### config.mk
export PLATFORM = sky130hd
export DESIGN_NAME = fixed_divider_flat
export DESIGN_NICKNAME = d
export VERILOG_FILES = /design/src/rtl/fixed_divider_if.sv /design/src/rtl/fixed_divider.sv /design/src/flat_wrapper.sv
export SDC_FILE = /design/constraint.sdc
export NUM_CORES = 1
export LEC_CHECK = 0
export CORE_MARGIN = 2
export CORE_UTILIZATION = 23
export CTS_CLUSTER_SIZE = 40
export DETAILED_ROUTE_END_ITERATION = 12
export SLEW_MARGIN = 20
export SYNTH_ARGS = -nofsm -noshare
export SYNTH_HDL_FRONTEND = slang
export SYNTH_SLANG_ARGS = --single-unit
### constraint.sdc
create_clock -name clk -period 13.7 [get_ports clk]
set_input_delay 1.37 -clock clk [delete_from_list [all_inputs] [get_ports clk]]
set_output_delay 1.37 -clock clk [all_outputs]
set_load 0.005 [all_outputs]
### src/rtl/fixed_divider_if.sv
`default_nettype none
// ============================================================================
// fixed_divider_if : operand/result valid-ready bundle for fixed_divider
// Rev 1.0
// ============================================================================
interface fixed_divider_if #(
  parameter int WIDTH = 32
);
  logic             in_valid;
  logic             in_ready;
  logic [WIDTH-1:0] dividend;
  logic [WIDTH-1:0] divisor;
  logic             out_valid;
  logic             out_ready;
  logic [WIDTH-1:0] quotient;
  logic             div_by_zero;
  logic             overflow;

  modport master (
    output in_valid, dividend, divisor, out_ready,
    input  in_ready, out_valid, quotient, div_by_zero, overflow
  );

  modport slave (
    input  in_valid, dividend, divisor, out_ready,
    output in_ready, out_valid, quotient, div_by_zero, overflow
  );
endinterface
`default_nettype wire

### src/rtl/fixed_divider.sv
`default_nettype none
// ============================================================================
// fixed_divider : sequential signed Qm.n restoring divider, one bit per clock
// Rev 1.0
// ============================================================================
module fixed_divider #(
  parameter int WIDTH      = 32,
  parameter int FRAC_WIDTH = 30
) (
  input  wire logic      clk,
  input  wire logic      reset,
  fixed_divider_if.slave bus
);
  localparam int c_iter = WIDTH + FRAC_WIDTH;
  localparam int c_cw   = $clog2(c_iter + 1);
  localparam logic [c_cw-1:0]   c_last    = c_cw'(c_iter - 1);
  localparam logic [c_cw-1:0]   c_one     = c_cw'(1);
  localparam logic [WIDTH-1:0]  c_max     = {1'b0, {(WIDTH-1){1'b1}}};
  localparam logic [WIDTH-1:0]  c_min     = {1'b1, {(WIDTH-1){1'b0}}};
  localparam logic [c_iter-1:0] c_pos_lim = c_iter'(c_max);
  localparam logic [c_iter-1:0] c_neg_lim = c_iter'(c_min);

  typedef enum logic [1:0] {
    IDLE = 2'd0,
    CALC = 2'd1,
    DONE = 2'd2
  } state_t;

  state_t             r_state;
  state_t             w_next;
  logic               r_sign;
  logic [WIDTH-1:0]   r_num;
  logic [WIDTH-1:0]   r_dvs;
  logic [WIDTH-1:0]   r_rem;
  logic [c_iter-2:0]  r_q;
  logic [c_cw-1:0]    r_cnt;
  logic [WIDTH-1:0]   r_quot;
  logic               r_dbz;
  logic               r_ovf;

  logic               w_dvs_zero;
  logic [WIDTH-1:0]   w_mag_a;
  logic [WIDTH-1:0]   w_mag_b;
  logic [WIDTH:0]     w_rem_sh;
  logic               w_ge;
  logic [WIDTH-1:0]   w_rem_next;
  logic [c_iter-1:0]  w_q_next;
  logic               w_last;
  logic [WIDTH-1:0]   w_res;
  logic               w_res_ov;

  // Unsigned magnitudes: the most-negative operand maps to exactly 2^(WIDTH-1)
  assign w_mag_a    = bus.dividend[WIDTH-1] ? -bus.dividend : bus.dividend;
  assign w_mag_b    = bus.divisor[WIDTH-1]  ? -bus.divisor  : bus.divisor;
  assign w_dvs_zero = (bus.divisor == '0);

  // r_num shifts out the dividend MSB first, then zeros for the fractional extension
  assign w_rem_sh   = {r_rem, r_num[WIDTH-1]};
  assign w_ge       = (w_rem_sh >= {1'b0, r_dvs});
  assign w_rem_next = w_ge ? (w_rem_sh[WIDTH-1:0] - r_dvs) : w_rem_sh[WIDTH-1:0];
  assign w_q_next   = {r_q, w_ge};
  assign w_last     = (r_cnt == c_last);

  always_comb begin
    w_res    = w_q_next[WIDTH-1:0];
    w_res_ov = 1'b0;
    if (!r_sign) begin
      if (w_q_next > c_pos_lim) begin
        w_res    = c_max;
        w_res_ov = 1'b1;
      end
    end else if (w_q_next > c_neg_lim) begin
      w_res    = c_min;
      w_res_ov = 1'b1;
    end else begin
      w_res = -w_q_next[WIDTH-1:0];
    end
  end

  always_comb begin
    w_next = r_state;
    case (r_state)
      IDLE: if (bus.in_valid) w_next = w_dvs_zero ? DONE : CALC;
      CALC: if (w_last) w_next = DONE;
      DONE: if (bus.out_ready) w_next = IDLE;
      default: w_next = IDLE;
    endcase
  end

  always_ff @(posedge clk) begin
    if (reset) r_state <= IDLE;
    else       r_state <= w_next;
  end

  always_ff @(posedge clk) begin
    if (reset) begin
      r_sign <= 1'b0;
      r_num  <= '0;
      r_dvs  <= '0;
      r_rem  <= '0;
      r_q    <= '0;
      r_cnt  <= '0;
      r_quot <= '0;
      r_dbz  <= 1'b0;
      r_ovf  <= 1'b0;
    end else begin
      case (r_state)
        IDLE: begin
          if (bus.in_valid) begin
            r_sign <= bus.dividend[WIDTH-1] ^ bus.divisor[WIDTH-1];
            r_num  <= w_mag_a;
            r_dvs  <= w_mag_b;
            r_rem  <= '0;
            r_q    <= '0;
            r_cnt  <= '0;
            if (w_dvs_zero) begin
              r_quot <= bus.dividend[WIDTH-1] ? c_min : c_max;
              r_dbz  <= 1'b1;
              r_ovf  <= 1'b1;
            end
          end
        end
        CALC: begin
          r_rem <= w_rem_next;
          r_q   <= w_q_next[c_iter-2:0];
          r_num <= {r_num[WIDTH-2:0], 1'b0};
          r_cnt <= r_cnt + c_one;
          if (w_last) begin
            r_quot <= w_res;
            r_dbz  <= 1'b0;
            r_ovf  <= w_res_ov;
          end
        end
        default: ;
      endcase
    end
  end

  assign bus.in_ready    = (r_state == IDLE);
  assign bus.out_valid   = (r_state == DONE);
  assign bus.quotient    = r_quot;
  assign bus.div_by_zero = r_dbz;
  assign bus.overflow    = r_ovf;
endmodule
`default_nettype wire

### src/flat_wrapper.sv
// flat-port wrapper written by rule: the top's interface ports become plain ports
module fixed_divider_flat 
#(
  parameter int WIDTH      = 32,
  parameter int FRAC_WIDTH = 30
)
  (clk, reset, bus_in_valid, bus_dividend, bus_divisor, bus_out_ready, bus_in_ready, bus_out_valid, bus_quotient, bus_div_by_zero, bus_overflow);
  fixed_divider_if #(.WIDTH(WIDTH)) bus_i ();
  input  wire logic clk;
  input  wire logic reset;
  input wire logic [$bits(bus_i.in_valid)-1:0] bus_in_valid;
  input wire logic [$bits(bus_i.dividend)-1:0] bus_dividend;
  input wire logic [$bits(bus_i.divisor)-1:0] bus_divisor;
  input wire logic [$bits(bus_i.out_ready)-1:0] bus_out_ready;
  output wire logic [$bits(bus_i.in_ready)-1:0] bus_in_ready;
  output wire logic [$bits(bus_i.out_valid)-1:0] bus_out_valid;
  output wire logic [$bits(bus_i.quotient)-1:0] bus_quotient;
  output wire logic [$bits(bus_i.div_by_zero)-1:0] bus_div_by_zero;
  output wire logic [$bits(bus_i.overflow)-1:0] bus_overflow;
  assign bus_i.in_valid = bus_in_valid;
  assign bus_i.dividend = bus_dividend;
  assign bus_i.divisor = bus_divisor;
  assign bus_i.out_ready = bus_out_ready;
  assign bus_in_ready = bus_i.in_ready;
  assign bus_out_valid = bus_i.out_valid;
  assign bus_quotient = bus_i.quotient;
  assign bus_div_by_zero = bus_i.div_by_zero;
  assign bus_overflow = bus_i.overflow;
  fixed_divider #(.WIDTH(WIDTH), .FRAC_WIDTH(FRAC_WIDTH)) u_core (.clk(clk), .reset(reset), .bus(bus_i));
endmodule
## After elaboration in Yosys (flattened, before gate mapping)

Cells that the tools add are included.

- Register bits after elaboration: 200
- Input bits: 68
- Output and inout bits: 36
- Logic and storage cells: 66

- Add/subtract/negate cells: 5
- Order comparisons: 3
- Equality and inequality tests: 7
- Multiplexer cells: 33
- Bitwise gates (word level): 1
- Reduce and logical (&&, ||, !) cells: 7

Operator list:

| kind | count |
|---|---|
| 32-bit two-way mux | 12 |
| 32-bit one-hot mux with 2 select lines | 3 |
| 61-bit one-hot mux with 2 select lines | 1 |
| 32-bit negator | 3 |
| 62-bit by 31-bit greater-than comparator with 1-bit output (second input constant) | 1 |
| 62-bit by 32-bit greater-than comparator with 1-bit output (second input constant) | 1 |
| 61-bit two-way mux | 1 |
| 33-bit by 32-bit greater-or-equal comparator with 1-bit output | 1 |
| 32-bit zero test | 1 |
| 32-bit subtractor | 1 |
| 6-bit one-hot mux with 2 select lines | 1 |
| 2-bit two-way mux | 4 |
| 1-bit two-way mux | 7 |
| 6-bit by 1-bit adder with 6-bit output (second input constant) | 1 |
| 6-bit == test (second input constant) | 1 |
| 6-bit two-way mux | 1 |
| 2-bit one-hot mux with 3 select lines | 1 |
| 2-bit by 1-bit inequality test with 1-bit output (second input constant) | 2 |
| 2-bit inequality test (second input constant) | 2 |
| 1-bit one-hot mux with 2 select lines | 2 |
| 2-bit AND reduction | 2 |
| 4-bit AND reduction | 1 |
| 3-bit AND reduction | 1 |
| 2-bit by 1-bit == test with 1-bit output (second input constant) | 1 |
| other kinds (4) | 4 |

## Longest topological paths before layout

- Depth after elaboration: 6
- Depth in mapped cells: 22
- Gate-level depth less buffers: 19

## Worst setup path after synthesis

Ideal clock, no wire load.

- Kind: register to register
- Start: reg u_core.r_dvs[12]
- End: reg u_core.r_quot[23], in the netlist u_core.bus.quotient[23]
- Setup time: 0.074 ns
- Arrival: 4.686 ns
- Required time: 13.626 ns
- Setup slack: 8.940 ns
- Stages on the path, launching flop included: 23
- Buffers on the path: 5
- Clock period less this slack: 4.760 ns
- Cells stage by stage: dfxtp_1 > inv_1 > ha_1 > clkbuf_1 > and4_1 > nor2b_1 > o221ai_1 > o211ai_1 > nor3_1 > nor2_1 > inv_1 > clkbuf_1 > buf_1 > ha_1 > nor3b_1 > nand3_1 > o41ai_4 > nand3_1 > buf_2 > buf_2 > a311oi_1 > a21oi_1 > o21ai_0

- Cells in the longest elaborated chain, start to end: 6
- Elaborated cells between the ends (all ways): 9
- Classes of those cells: 1 x add/sub; 3 x order compare; 5 x mux

Ends and longest elaborated chain:

| what | line | RTL |
|---|---|---|
| from (decl) | fixed_divider.sv:33 | `logic [WIDTH-1:0] r_dvs;` |
| from (signal assigned) | fixed_divider.sv:112 | `r_dvs <= w_mag_b;` |
| 33-bit by 32-bit greater-or-equal comparator with 1-bit output (*) | fixed_divider.sv:59 | `assign w_ge = (w_rem_sh >= {1'b0, r_dvs});` |
| 62-bit by 31-bit greater-than comparator with 1-bit output (tied with other cells) | fixed_divider.sv:68 | `if (w_q_next > c_pos_lim) begin` |
| 32-bit two-way mux (on tied branches) | fixed_divider.sv:68, fixed_divider.sv:72 |  |
| 32-bit two-way mux (*) | fixed_divider.sv:67 | `if (!r_sign) begin` |
| 32-bit two-way mux (*) | fixed_divider.sv:128 | `if (w_last) begin` |
| 32-bit one-hot mux with 2 select lines (*) | fixed_divider.sv:107 | `case (r_state)` |
| to (signal assigned) | fixed_divider.sv:117 | `r_quot <= bus.dividend[WIDTH-1] ? c_min : c_max;` |
| to (signal assigned) | fixed_divider.sv:129 | `r_quot <= w_res;` |
| to (decl) | fixed_divider.sv:37 | `logic [WIDTH-1:0] r_quot;` |

Mark *: on every way between the ends. The rest lies on a longest branch, timed or not. The select of a mux whose other input is x is not followed.
A chain may end at the register's enable or synchronous reset.

## Worst setup path after layout

- Start: reg u_core.r_dvs[1]
- End: reg u_core.r_quot[16], in the netlist u_core.bus.quotient[16]

The elaborated chain is that of the path after synthesis.

==> load_flow_metrics.sql <==
INSERT INTO impl_metrics (metric_group, metric, value, unit) VALUES
('run_status', 'status', 'complete, no violations', ''),
('clock_network', 'clock_latency', '440', 'ps'),
('flow_run', 'drv_cap', '0', ''),
('setup_path', 'setup.worst_path.end_class', 'register', ''),
('drt', 'post_drt_via_cell_ratio', '5.02', ''),
('drt', 'initialDrtViolationCount', '884', ''),
('logic_synthesis', 'ys_ff_latch', '200', ''),
('finish', 'final_cell_count_no_fill', '2140', ''),
('placed_design', 'io_buffers', '103', ''),
('clock_network', 'cts_root_buf', 'sky130_fd_sc_hd__clkbuf_16', ''),
('logic_synthesis', 'synth-seq-area-share', '0.351', ''),
('placed_design', 'dpl_worst_slack', '8060', 'ps'),
('placed_design', 'place.detailed.hpwl', '23300', 'um'),
('timing', 'hold-worst-slack', '455', 'ps'),
('placed_design', 'gp_congestion', '0.890', ''),
('finish', 'fill_cells', '5237', ''),
('clock_network', 'cts-resized-gates', '0', ''),
('timing', 'clock-skew-final', '9.33', 'ps'),
('setup_path', 'cpLargestDelayFamily', 'simple AND/OR/NAND/NOR gates', ''),
('timing', 'final.setup.worst_slack', '7890', 'ps'),
('clock_network', 'tritoncts', 'yes', ''),
('logic_synthesis', 'synth_cells', '1430', ''),
('finish', 'layout.nets', '1565', ''),
('logic_synthesis', 'syn_area', '0.0114', 'mm^2'),
('clock_network', 'clock_tree.buffer_depth', '2', ''),
('drt', 'dr.pass1.iters', '8', ''),
('drt', 'vias', '10700', ''),
('power_and_ir_drop', 'powerDensity', '99.3', 'mW/mm^2'),
('worst_hold_path', 'worst_hold_path_type', 'reg2reg', ''),
('finish', 'final_layout_size_suffix_gt1_frac', '0.0516', ''),
('power_and_ir_drop', 'irDropWorstVdd', '0.0657', 'mV'),
('setup_path', 'slowest_delay', '830', 'ps'),
('finish', 'layout.core_utilization', '0.278', ''),
('finish', 'mostFrequentLayoutCell', 'sky130_fd_sc_hd__dfxtp_1', ''),
('timing', 'finalCritPeriodShare', '0.424', ''),
('timing', 'timing.fmax', '0.172', 'GHz'),
('clock_network', 'holdBufCountCts', '0', ''),
('setup_path', 'critical_path.max_fanout', '20', ''),
('setup_path', 'timing.critical_path.from_type', 'register', ''),
('timing', 'finalHoldViolCount', '0', ''),
('floorplan', 'fp.dieArea', '0.0514', 'mm^2'),
('floorplan', 'fp-row-count', '81', ''),
('clock_network', 'path_clk_slew', '80', 'ps'),
('timing', 'rsz0062_at_grt', 'false', ''),
('drt', 'route.detailed.drc', '0', ''),
('timing', 'slew_violations', '0', ''),
('timing', 'setup_total_negative_slack', '0', 'ps'),
('clock_network', 'cts.sinks', '200', ''),
('grt', 'overall_overflow_remaining_after_global_route', '0', ''),
('timing', 'max_slew.worst_pin.slew', '1070', 'ps'),
('grt', 'number_of_antenna_violations_at_the_first_check_in_global_routing', '3', ''),
('grt', 'number_of_global_route_vias_before_repair', '10000', ''),
('grt', 'groute.usage.overall', '0.127', ''),
('setup_path', 'worst_ep_arrival_time', '6180', 'ps'),
('power_and_ir_drop', 'static-leakage-power', '0.00498', 'uW'),
('floorplan', 'die_height', '227', 'um'),
('logic_synthesis', 'ys_dominant_reg_cell', 'sky130_fd_sc_hd__dfxtp_1', ''),
('floorplan', 'io_pins', '104', ''),
('logic_synthesis', 'yosysUniqueCellTypes', '74', ''),
('clock_network', 'post_cts.repair.setup_buffers', '0', ''),
('grt', 'largest_net_degree_at_the_start_of_global_routing', '82', ''),
('finish', 'commonest_cells_after_routing_fill_and_taps_aside', 'sky130_fd_sc_hd__dfxtp_1 (200), sky130_fd_sc_hd__nor2_1 (199), sky130_fd_sc_hd__nand2_1 (107), sky130_fd_sc_hd__clkdlybuf4s50_1 (102), sky130_fd_sc_hd__o21ai_0 (93)', ''),
('setup_path', 'critical_path.n_buffers_inverters', '2', ''),
('logic_synthesis', 'yosysWarningCount', '0', ''),
('finish', 'layout-area-overhead-vs-synth', '19.3', '%'),
('timing', 'timing.final.setup_violations', '0', ''),
('floorplan', 'dieWidth', '227', 'um'),
('drt', 'finalWirelength', '32900', 'um'),
('floorplan', 'start_util', '0.233', ''),
('logic_synthesis', 'avgSynthCellArea', '7.98', 'um^2'),
('logic_synthesis', 'number_of_synthesized_flops_with_an_enable_pin', '0', '');
-- power breakdown --
part,leakage (uW),switching [uW],internal [uW],total [uW]
logic,0.00306,132,84.6,217
registers,0.00162,10.2,598,608
clock network,0.000297,255,271,526
-- kinds of logic (layout without fill, tap and decap cells) --
family / after synthesis / count (layout) / share of synthesized area
xor gates and xnor gates: 92 / 92 / 0.0706
adders and majority gates: 38 / 38 / 0.0423
and+or+nand+nor: 469 / 469 / 0.193
DFF: 200 / 200 / 0.351
buffers and inverters: 157 / 199 / 0.0522
muxes: 5 / 5 / 0.00439
other: 0 / 4 / 0
AOI/OAI and AO/OA: 469 / 469 / 0.287
-- synth_stat cells, types with 4 or more instances --
cell | count | area, um^2
sky130_fd_sc_hd__a211oi_1 | 40 | 300
sky130_fd_sc_hd__a21o_1 | 16 | 120
sky130_fd_sc_hd__a21oi_1 | 85 | 425
sky130_fd_sc_hd__a221o_1 | 4 | 40.0
sky130_fd_sc_hd__a221oi_1 | 7 | 61.3
sky130_fd_sc_hd__a222oi_1 | 20 | 200
sky130_fd_sc_hd__a22o_1 | 14 | 123
sky130_fd_sc_hd__a22oi_1 | 69 | 518
sky130_fd_sc_hd__a31oi_1 | 6 | 37.5
sky130_fd_sc_hd__a32oi_1 | 10 | 87.6
sky130_fd_sc_hd__and3_1 | 9 | 56.3
sky130_fd_sc_hd__buf_1 | 10 | 37.5
sky130_fd_sc_hd__buf_2 | 5 | 25.0
sky130_fd_sc_hd__clkbuf_1 | 91 | 342
sky130_fd_sc_hd__dfxtp_1 | 200 | 4000
sky130_fd_sc_hd__ha_1 | 37 | 463
sky130_fd_sc_hd__inv_1 | 50 | 188
sky130_fd_sc_hd__mux2i_1 | 5 | 50.1
sky130_fd_sc_hd__nand2_1 | 107 | 402
sky130_fd_sc_hd__nand2b_1 | 13 | 81.3
sky130_fd_sc_hd__nand3_1 | 18 | 90.1
sky130_fd_sc_hd__nand4_1 | 13 | 81.3
sky130_fd_sc_hd__nor2_1 | 202 | 758
sky130_fd_sc_hd__nor2b_1 | 10 | 62.6
sky130_fd_sc_hd__nor3_1 | 24 | 120
sky130_fd_sc_hd__nor4_1 | 24 | 150
sky130_fd_sc_hd__o211ai_1 | 8 | 60.1
sky130_fd_sc_hd__o21a_1 | 10 | 75.1
sky130_fd_sc_hd__o21ai_0 | 94 | 470
sky130_fd_sc_hd__o21bai_1 | 5 | 37.5
sky130_fd_sc_hd__o31a_1 | 5 | 43.8
sky130_fd_sc_hd__o31ai_1 | 30 | 225
sky130_fd_sc_hd__o41ai_1 | 14 | 123
sky130_fd_sc_hd__or2_2 | 5 | 31.3
sky130_fd_sc_hd__or3_1 | 12 | 75.1
sky130_fd_sc_hd__or4_1 | 11 | 82.6
sky130_fd_sc_hd__xnor2_1 | 49 | 429
sky130_fd_sc_hd__xor2_1 | 43 | 377
-- registers in the layout, indices dropped and copies added, names as in the netlist --
signal,count
u_core.bus.div_by_zero,1
u_core.bus.overflow,1
u_core.bus.quotient,32
u_core.r_cnt,6
u_core.r_dvs,32
u_core.r_num,32
u_core.r_q,61
u_core.r_rem,32
u_core.r_sign,1
u_core.r_state,2
-- per-layer routing --
metal  GRT usage  up-vias  share of wire
li1            -     5319              -
met1       0.171     5067           0.47
met2       0.207      312           0.46
met3      0.0197       37          0.051
met4      0.0435        0          0.023
met5           0        -              0
-- layout make-up --
type | count | share of cell area
clock buffer | 19 | 0.0333
sequential | 200 | 0.294
inverter | 51 | 0.0141
tap | 664 | 0.0610
clock inverter | 13 | 0.0110
antenna | 4 | 0.000735
multi-input combinational | 1073 | 0.503
timing repair buffer | 116 | 0.0827
-- path summary, 6_finish.rpt --
path	from	end	slack, ps	depth (start not counted)
worst max register to register	u_core.r_dvs[1]$_SDFFE_PP0P_	u_core.bus.quotient[16]$_SDFFE_PP0P_	7890	17
worst max-delay path	u_core.r_dvs[1]$_SDFFE_PP0P_	u_core.bus.quotient[16]$_SDFFE_PP0P_	7890	17
worst min register to register	u_core.bus.quotient[22]$_SDFFE_PP0P_	u_core.bus.quotient[22]$_SDFFE_PP0P_	460	2
worst min-delay path	u_core.bus.quotient[22]$_SDFFE_PP0P_	u_core.bus.quotient[22]$_SDFFE_PP0P_	460	2
-- through the flow --
stage | area, um^2 | power [uW]
2_1_floorplan | 11400 | 767
3_3_place_gp | 13000 | 833
3_5_place_dp | 13000 | 837
4_1_cts | 13600 | 1360
5_1_grt | 13600 | 1410
6_report | 13600 | 1350
-- worst min-delay path: stages, from the launching register on --
cell and delay (ps):
sky130_fd_sc_hd__dfxtp_1 330, sky130_fd_sc_hd__nand2_1 40, sky130_fd_sc_hd__o21ai_0 50
No activity file was read; power rests on OpenSTA's default activity.
==> RTL edit (same settings) <==
`FRAC_WIDTH` is set to 30 in 2 places; all go to 60.
--- a/src/rtl/fixed_divider.sv
+++ b/src/rtl/fixed_divider.sv
@@ -5,7 +5,7 @@
 // ============================================================================
 module fixed_divider #(
   parameter int WIDTH      = 32,
-  parameter int FRAC_WIDTH = 30
+  parameter int FRAC_WIDTH = 60
 ) (
   input  wire logic      clk,
   input  wire logic      reset,
--- a/src/flat_wrapper.sv
+++ b/src/flat_wrapper.sv
@@ -2,7 +2,7 @@
 module fixed_divider_flat 
 #(
   parameter int WIDTH      = 32,
-  parameter int FRAC_WIDTH = 30
+  parameter int FRAC_WIDTH = 60
 )
   (clk, reset, bus_in_valid, bus_dividend, bus_divisor, bus_out_ready, bus_in_ready, bus_out_valid, bus_quotient, bus_div_by_zero, bus_overflow);
   fixed_divider_if #(.WIDTH(WIDTH)) bus_i ();
Function: same outputs for any inputs over 10 cycles, from zero or initial values and one cycle with reset high; that may be too few to reach the edited logic, so the function may still have changed.
==> RTL edit against the unedited design <==
Non-clock buffer count rose by 4; final area rose by 10%; area after synthesis rose by 9.0%; utilization rose by 0.15 points; maximum frequency fell by 23%; setup slack got worse by 1.7 ns; wire length rose by 9.0%; sequential cell count rose by 31; largest cell class unchanged; highest routed layer unchanged.
Power is not compared: it rests on default switching activity, and its combinational part moved more than twofold at a synthesized area within 25%.
==> RTL edit: results (changes against the unedited design) <==
* Clk_lat worst skew at 0.54 ns (+0.10 ns)
* Hold_sp: u_core.r_dvs[20]$_SDFFE_PP0P_
* H-tree depth at 1 (-3)
* Clock Buffer Count at 33 (+14)
* Synth Register Bits at 231 (+16%)
* Post-synthesis net count at 1620 (+5.5%)
* Multi-Input Combinational at 1119 (+4.3%)
* Vias per cell at 5.09 (+1.5%)
* Layout Nets at 1660 (+6.1%)
* FILL cells at 5740 (+9.6%)
* Synthesized-area fraction occupied by adder cells at 3.78% (-0.45 points)
* Inverters at 58 (+14%)
* Largest register FFs at 91 (+49%)
* Met1 Track Usage GR at 16.5% (-0.62 points)
* Seq/total area at 30.9% (+1.4 points)
* Multi-input gate share of total cell area at 48.1% (-2.1 points)
* Post-DP HPWL at 24.6 mm (+5.6%)
* Crit path DAT at 8.02 ns (+1.84 ns)
* 1st-iter DRT viols at 1006 (+14%)
* Synth cell types at 71 (-4.1%)
* ANT cells at 0 (-4)
* Sequential area share after synthesis at 37.2% (+2.1 points)
* M1 wire length at 16.2 mm (+5.5%)
* Xor and xnor area share after synthesis at 5.98% (-1.1 points)
* Routed wire length at 35.9 mm (+9.0%)
* Clk cell area share at 5.98% (+1.5 points)
* Worst Clk Skew at 0.0115 ns (+0.00212 ns)
* Commonest cells in the netlist: nor2_1, dfxtp_1, a22oi_1
* Layout cell share with drive strength beyond 1 at 6.36% (+1.2 points)
* Met3 global-route usage at 1.18% (-0.79 points)
* Number of global-route vias before repair at 10800 (+8.0%)
* Max_slew headroom at 26.1% (-1.8 points)
* Initial antenna violation count at 0 (-3)
* Crit path kind: flop to flop
* Met2 routed WL at 17.0 mm (+13%)
* Post-Syn Instances at 1515 (+5.9%)
* CTS Buf Count at 25 (+8)
* Status: finished clean
* Cts repair resizes at 0 (unchanged)
* Largest net degree at the start of global routing at 99 (+21%)
* Synth area leaders: dfxtp_1, a22oi_1, nor2_1
* Met2 usage at 20.7% (about the same)
* Met3 WL at 1.60 mm (-4.8%)
* Placed Cells at 2224 (+5.7%)
* Reg-to-Reg Start: u_core.r_dvs[12]$_SDFFE_PP0P_
* Total track usage at 12.4% (-0.39 points)
* Initial DRT Pass Iterations at 6 (-2)
-- RTL edit: worst max-delay path: stages, from the launching register on --
cell and delay [ns]:
dfxtp_1 0.33, inv_1 0.05, ha_1 0.34, and3_1 0.26, a221oi_1 0.52, a21oi_1 0.13
o211ai_1 0.31, nand2_1 0.10, a21o_1 0.54, inv_1 0.97, ha_1 0.34, nand2b_1 0.15
or3_1 0.50, o41ai_1 0.56, nand3_1 0.68, inv_1 0.33, nand2_1 0.54, o311ai_0 0.56
a22oi_1 0.11, nor2_1 0.13
-- RTL edit: per-stage QoR --
| step | area [um^2] | worst slack [ns] | utilization (%) | power (mW) |
|---|---|---|---|---|
| after floorplan | 12400 | 8.43 | - | 1.86 |
| after global placement | 14100 | 6.57 | 26.3 | 2.15 |
| after detailed placement | 14100 | 6.26 | 26.3 | 2.17 |
| after CTS | 15000 | 6.23 | 28.0 | 2.91 |
| after global routing | 15000 | 5.41 | 28.0 | 3.11 |
| final | 15000 | 6.16 | 28.0 | 2.91 |
-- RTL edit: final timing paths --
kind | slack [ns] | to | cells past startpoint
max | 6.16 | u_core.bus.quotient[30]$_SDFFE_PP0P_ | 19
min | 0.46 | u_core.r_dvs[20]$_SDFFE_PP0P_ | 2
max reg2reg | 6.16 | u_core.bus.quotient[30]$_SDFFE_PP0P_ | 19
min reg2reg | 0.46 | u_core.r_dvs[20]$_SDFFE_PP0P_ | 2
-- RTL edit: where the power goes --
part	total, mW	switching (mW)	internal [mW]
Combinational	1.41	0.842	0.572
Clock	0.736	0.291	0.444
Sequential	0.765	0.0413	0.724
-- RTL edit: logic make-up after synthesis --
family | count (synthesis)
AND/OR/NAND/NOR | 512
XOR/XNOR | 85
AO/OA/AOI/OAI | 460
flip-flops | 231
buffers and inverters | 165
adder cells (fa/ha/maj) | 37
multiplexers | 25
